<file path="src/rtl/fetch_pkg.sv">
// Shared constants for the instruction fetch slice: jump opcode decode and PC stepping.
package fetch_pkg;

  localparam logic [5:0] J_OPCODE   = 6'b000010;
  localparam int         OPCODE_MSB = 31;
  localparam int         OPCODE_LSB = 26;
  localparam int         PC_STEP    = 4;

  function automatic logic is_jump(input logic [OPCODE_MSB-OPCODE_LSB:0] opcode);
    return opcode == J_OPCODE;
  endfunction

endpackage

</file>
<file path="src/rtl/fetch_buffer.sv">
// Small synchronous FIFO holding fetched {pc, instruction} entries for decode.
module fetch_buffer
  import fetch_pkg::*;
#(
  parameter int DEPTH = 2,
  parameter int WIDTH = 36,
  localparam int IW = (DEPTH > 1) ? $clog2(DEPTH) : 1,
  localparam int CW = $clog2(DEPTH + 1)
) (
  input  logic             clk,
  input  logic             rst_n,
  input  logic             flush,
  input  logic             push,
  input  logic             pop,
  input  logic [WIDTH-1:0] wdata,
  output logic [WIDTH-1:0] rdata,
  output logic [CW-1:0]    count,
  output logic             full,
  output logic             empty
);

  logic [WIDTH-1:0] storage [DEPTH];
  logic [IW-1:0]    rd_ptr;
  logic [IW-1:0]    wr_ptr;
  logic             do_push;
  logic             do_pop;

  function automatic logic [IW-1:0] bump(input logic [IW-1:0] p);
    return (p == IW'(DEPTH - 1)) ? '0 : p + IW'(1);
  endfunction

  // A push into a full buffer is only legal when the head leaves in the same cycle.
  assign do_pop  = pop && !empty;
  assign do_push = push && (!full || do_pop);

  always_ff @(posedge clk) begin
    if (!rst_n) begin
      rd_ptr <= '0;
      wr_ptr <= '0;
      count  <= '0;
      for (int i = 0; i < DEPTH; i++) begin
        storage[i] <= '0;
      end
    end else if (flush) begin
      rd_ptr <= '0;
      wr_ptr <= '0;
      count  <= '0;
    end else begin
      if (do_push) begin
        storage[wr_ptr] <= wdata;
        wr_ptr          <= bump(wr_ptr);
      end
      if (do_pop) begin
        rd_ptr <= bump(rd_ptr);
      end
      if (do_push && !do_pop) begin
        count <= count + CW'(1);
      end else if (!do_push && do_pop) begin
        count <= count - CW'(1);
      end
    end
  end

  assign rdata = storage[rd_ptr];
  assign full  = (count == CW'(DEPTH));
  assign empty = (count == '0);

endmodule

</file>
<file path="src/rtl/instruction_fetch_unit.sv">
// Fetch master: issues PCs to a synchronous instruction memory, buffers responses for decode,
// follows J instructions early and honours execute-stage redirects.
module instruction_fetch_unit
  import fetch_pkg::*;
#(
  parameter int ADDR_WIDTH = 4,
  parameter int DATA_WIDTH = 32,
  parameter int DEPTH      = 2,
  parameter int RESET_PC   = 0
) (
  input  logic                  clk,
  input  logic                  rst_n,
  output logic [ADDR_WIDTH-1:0] mem_pc,
  input  logic [DATA_WIDTH-1:0] mem_instruction,
  output logic                  out_valid,
  output logic [DATA_WIDTH-1:0] out_instr,
  output logic [ADDR_WIDTH-1:0] out_pc,
  input  logic                  out_ready,
  input  logic                  redirect_valid,
  input  logic [ADDR_WIDTH-1:0] redirect_pc
);

  localparam int CW = $clog2(DEPTH + 1);
  localparam int EW = DATA_WIDTH + ADDR_WIDTH;
  localparam logic [ADDR_WIDTH-1:0] ALIGN_MASK = ~ADDR_WIDTH'(3);

  logic [ADDR_WIDTH-1:0] pc_q;
  logic [ADDR_WIDTH-1:0] pc_next;
  logic [ADDR_WIDTH-1:0] infl_pc;
  logic [ADDR_WIDTH-1:0] jump_target;
  logic [ADDR_WIDTH-1:0] redirect_aligned;
  logic                  inflight;
  logic                  infl_epoch;
  logic                  epoch;
  logic                  resp_live;
  logic                  enq;
  logic                  deq;
  logic                  jump;
  logic                  credit;
  logic                  issue;
  logic [CW-1:0]         count;
  logic                  full;
  logic                  empty;
  logic [EW-1:0]         head;
  logic [CW:0]           occupancy;
  logic [CW:0]           limit;

  assign deq              = out_valid && out_ready;
  assign resp_live        = inflight && (infl_epoch == epoch);
  assign enq              = resp_live && !redirect_valid;
  assign jump             = enq && is_jump(mem_instruction[OPCODE_MSB:OPCODE_LSB]);
  assign jump_target      = mem_instruction[ADDR_WIDTH-1:0] & ALIGN_MASK;
  assign redirect_aligned = redirect_pc & ALIGN_MASK;

  // Credit counts the in-flight word as already occupying a slot, so the buffer can never overflow.
  assign occupancy = {1'b0, count} + (CW + 1)'(inflight);
  assign limit     = (CW + 1)'(DEPTH) + (CW + 1)'(deq);
  assign credit    = occupancy < limit;

  // The sequential fetch in a jump-response cycle is wrong-path, so it is simply not issued.
  assign issue = credit && !redirect_valid && !jump;

  always_comb begin
    pc_next = pc_q;
    if (redirect_valid) begin
      pc_next = redirect_aligned;
    end else if (jump) begin
      pc_next = jump_target;
    end else if (issue) begin
      pc_next = pc_q + ADDR_WIDTH'(PC_STEP);
    end
  end

  always_ff @(posedge clk) begin
    if (!rst_n) begin
      pc_q       <= ADDR_WIDTH'(RESET_PC);
      mem_pc     <= ADDR_WIDTH'(RESET_PC);
      inflight   <= 1'b0;
      infl_pc    <= '0;
      infl_epoch <= 1'b0;
      epoch      <= 1'b0;
    end else begin
      pc_q     <= pc_next;
      mem_pc   <= pc_next;
      inflight <= issue;
      if (issue) begin
        infl_pc    <= pc_q;
        infl_epoch <= epoch;
      end
      if (redirect_valid) begin
        epoch <= ~epoch;
      end
    end
  end

  fetch_buffer #(
    .DEPTH (DEPTH),
    .WIDTH (EW)
  ) u_buf (
    .clk   (clk),
    .rst_n (rst_n),
    .flush (redirect_valid),
    .push  (enq),
    .pop   (deq),
    .wdata ({infl_pc, mem_instruction}),
    .rdata (head),
    .count (count),
    .full  (full),
    .empty (empty)
  );

  assign out_valid = !empty;
  assign out_instr = head[DATA_WIDTH-1:0];
  assign out_pc    = head[EW-1:DATA_WIDTH];

  overflow_check: assert property (@(posedge clk) disable iff (!rst_n || redirect_valid)
    !(enq && full && !deq));

endmodule

</file>
<file path="config.mk">
export PLATFORM = sky130hd
export DESIGN_NAME = instruction_fetch_unit
export DESIGN_NICKNAME = d
export VERILOG_FILES = /design/src/rtl/fetch_pkg.sv /design/src/rtl/fetch_buffer.sv /design/src/rtl/instruction_fetch_unit.sv
export SDC_FILE = /design/constraint.sdc
export NUM_CORES = 1
export LEC_CHECK = 0
export ABC_CLOCK_PERIOD_IN_PS = 6600
export CAP_MARGIN = 30
export CORE_ASPECT_RATIO = 0.75
export CORE_UTILIZATION = 40
export DETAILED_ROUTE_END_ITERATION = 8
export GPL_ROUTABILITY_DRIVEN = 0
export GPL_TIMING_DRIVEN = 1
export PLACE_DENSITY = 0.66
export RECOVER_POWER = 50
export SYNTH_ARGS = -nofsm -noshare
export SYNTH_HDL_FRONTEND = slang
export SYNTH_SLANG_ARGS = --single-unit
</file>
<file path="constraint.sdc">
create_clock -name clk -period 6.6 [get_ports clk]
set_input_delay 1.32 -clock clk [delete_from_list [all_inputs] [get_ports clk]]
set_output_delay 1.32 -clock clk [all_outputs]
set_load 0.05 [all_outputs]
</file>
==> reports/qor.csv <==
stage,metric,value,unit
status,outcome,"complete, but fails checks",
status,violations,"capacitance limit, slew limit",
synthesis,ys_seq_area_frac,0.6148,
synthesis,syn_inst,263,
sta,fin_ws,1.824,ns
place,place_inst,457,
worst_hold_path,min_delay_path_depth,2,
sta,skew,0.009622,ns
global_route,grt_pass1_vias,2263,
global_route,grt_pass1_wl,11.07,mm
worst_setup_path,critPathSlowestCell,nor3b_1,
floorplan,coreArea,9046,um^2
synthesis,synth_top_cell_by_area,edfxtp_1,
drt,wirelength,6.914,mm
worst_setup_path,cp-end-kind,flip-flop,
floorplan,rows,30,
global_route,grt.total_usage,0.1518,
worst_setup_path,worstPathRequired,6.79,ns
place,dpl_worst_slack,2.787,ns
clock_network,cts_resized,0,
clock_network,ctsLongestPathBuffers,2,
clock_network,clk_latency,0.32,ns
synthesis,ys_seq_elements,80,
clock_network,htreeDepth,3,
global_route,globalRouteOverflowTotal,0,
layout,fin_cells,472,
sta,tns,0,ns
synthesis,synth_edf_count,68,
worst_setup_path,critPathTopFamily,simple AND/OR/NAND/NOR gates,
sta,rsz0062_at_grt,no,
sta,max_clock_freq,209.4,MHz
clock_network,ctsRootBufferMaster,clkbuf_16,
sta,fin_crit_sh,0.7237,
layout,antenna_cells,0,
worst_setup_path,crit_path_start_kind,input pin,
power_and_ir_drop,p_leak,1.802,nW
worst_hold_path,hp-start,infl_pc[3],
sta,slew_viol_final,55,
clock_network,post_cts_buffers,0,
drt,drcViolationCount,0,
synthesis,synth_cell_type_count,40,
floorplan,chipHeight,85.43,um
sta,period_needed,4.776,ns
sta,finalSetupViolCount,0,
worst_setup_path,path_cells,"dlygate4sd3_1, nand2b_1, a211oi_1, nor3b_1, buf_4, and2_2",
worst_setup_path,arrival,4.97,ns
clock_network,numCtsBuffers,9,
global_route,antenna_found_initial,0,
layout,post-route-util,0.5360,
drt,first_pass_iters,4,
layout,drive_gt1_frac,0.2529,
clock_network,path_clk_slew,0.06,ns
sta,max_slew_margin,-0.3199,
sta,hold_viol_final,0,
floorplan,initial_core_util,0.4104,
drt,ant_nets,0,
synthesis,synth.most_common_cell,edfxtp_1,
worst_setup_path,r2r-end,u_buf.storage[0][13],
synthesis,syn-cell-area,3712,um^2
synthesis,synth_warnings,0,
layout,nNetsFinal,383,
worst_setup_path,max_stage_delay,1.60,ns
run,maxCapViolCount,2,
synthesis,netlist_top_cells_area,"edfxtp_1 55%, mux2_2 10%, and2_2 6.7%, dfxtp_1 6.5%, and2_1 5.9%",
synthesis,avgSynthCellArea,14.12,um^2
worst_hold_path,hold_path.class,reg2reg,
worst_hold_path,holdPathEnd,infl_pc[3],
floorplan,die_area,9674,um^2
worst_setup_path,crit_buf_inv,2,
drt,detailroute.via_count,2258,
sta,tightest_slew,1.976,ns
clock_network,cts_hold_buf,0,
global_route,grt_start_max_net_pins,35,
clock_network,cts.sinks,80,
power_and_ir_drop,powerDensity,269.2,nW/um^2
power_and_ir_drop,p_total,1.305,mW
synthesis,synth_top_area_share,0.5501,
worst_setup_path,critPathMaxFanout,19,
floorplan,fp.dieW,113.2,um
worst_setup_path,r2r_slack,3.06,ns
place,io_buffers,74,
place,place.detailed.hpwl,4.518,mm
drt,wire_per_inst,14.65,um
synthesis,ys.flop_type,edfxtp_1,
floorplan,ios,81,
synthesis,async_flop_share,0,
worst_setup_path,r2r-start,epoch,
synthesis,synth_commonest_cells,"68 x edfxtp_1, 35 x and2_1, 34 x mux2_2, 33 x and2_2, 12 x dfxtp_1",
drt,avgViaCountPerCell,4.784,
layout,area_growth,30.60,%
worst_setup_path,critPathKind,in2reg,
clock_network,cts_tree,built,
worst_setup_path,ff2ff_path_depth,5,
power_and_ir_drop,vdd_drop_max,0.1124,mV
drt,drtIter0Drc,70,
routing by layer:
metal  vias to the layer above  share of wire  global-route usage
met5                         -              0                   0
met4                         0         0.0082             0.04426
met3                         6          0.052             0.04143
met2                        58           0.48              0.2549
met1                      1097           0.46              0.1931
li1                       1097              -                   -
worst max path at each step:
stage / to / cells after the start / slack, ns / start
final: u_buf.storage[0][13] / 6 / 1.82 / redirect_valid
after global routing: u_buf.storage[0][4] / 6 / 1.49 / redirect_valid
after CTS: out_instr[3] / 2 / 2.85 / flip-flop
after detailed placement: u_buf.storage[0][13] / 6 / 2.79 / redirect_valid
after global placement: u_buf.storage[1][10] / 5 / 2.71 / redirect_valid
after floorplan: u_buf.storage[0][0] / 4 / 1.83 / redirect_valid
power by group:
group / leakage, nW / switching [mW] / internal (mW)
registers: 0.805 / 0.0104 / 0.572
clock network: 0.163 / 0.187 / 0.368
logic: 0.834 / 0.101 / 0.0665
total: 1.80 / 0.298 / 1.01
final cells by class:
class                      instances  area (um^2)
fill                             792         4198
sequential                        80         2283
multi-input combinational        168         1297
timing repair buffer              77        759.5
clock buffer                      10        229.0
tap                              128        160.2
clock inverter                     5        103.9
inverter                           4        15.01
flip-flops by register name (all words and copies together) (netlist names), named ones only:
signal         cells
u_buf.storage     68
infl_pc            2
pc_q               2
u_buf.count        2
epoch              1
infl_epoch         1
inflight           1
u_buf.rd_ptr       1
u_buf.wr_ptr       1
worst min-delay path, stage by stage (launching register included):
cell and delay [ns]:
dfxtp_1 0.31, o31ai_1 0.06, a21oi_1 0.06
cells by family after synthesis:
group	share of synthesized area
simple gates	0.1668
xor+xnor	0.02090
flops	0.6148
buf+inv	0.02932
compound gates	0.05123
mux	0.1058
other cells	0.001010
fa+ha+maj	0.01011
through the flow:
step                      hold slack, ns  cell area, um^2
after floorplan                   0.4520             3724
after global placement            0.4647             4561
after detailed placement          0.4719             4576
after CTS                         0.4805             4908
after global routing              0.5144             4848
final                             0.4834             4848
cell usage in the layout, fill, tap and decap left out, types with 3 or more instances in the layout:
master,n
dfxtp_1,11
o21ai_0,5
and2_2,33
a21oi_1,5
xnor2_1,4
bufinv_16,3
xor2_1,3
conb_1,4
clkbuf_16,9
edfxtp_1,68
and2_0,14
inv_1,4
ha_1,3
dlygate4sd3_1,6
mux2_2,34
nand4_1,4
o31ai_1,4
clkdlybuf4s50_1,68
and2_1,21
nor2_1,6
nand2_1,5
No activity file was read; power rests on OpenSTA's default activity.
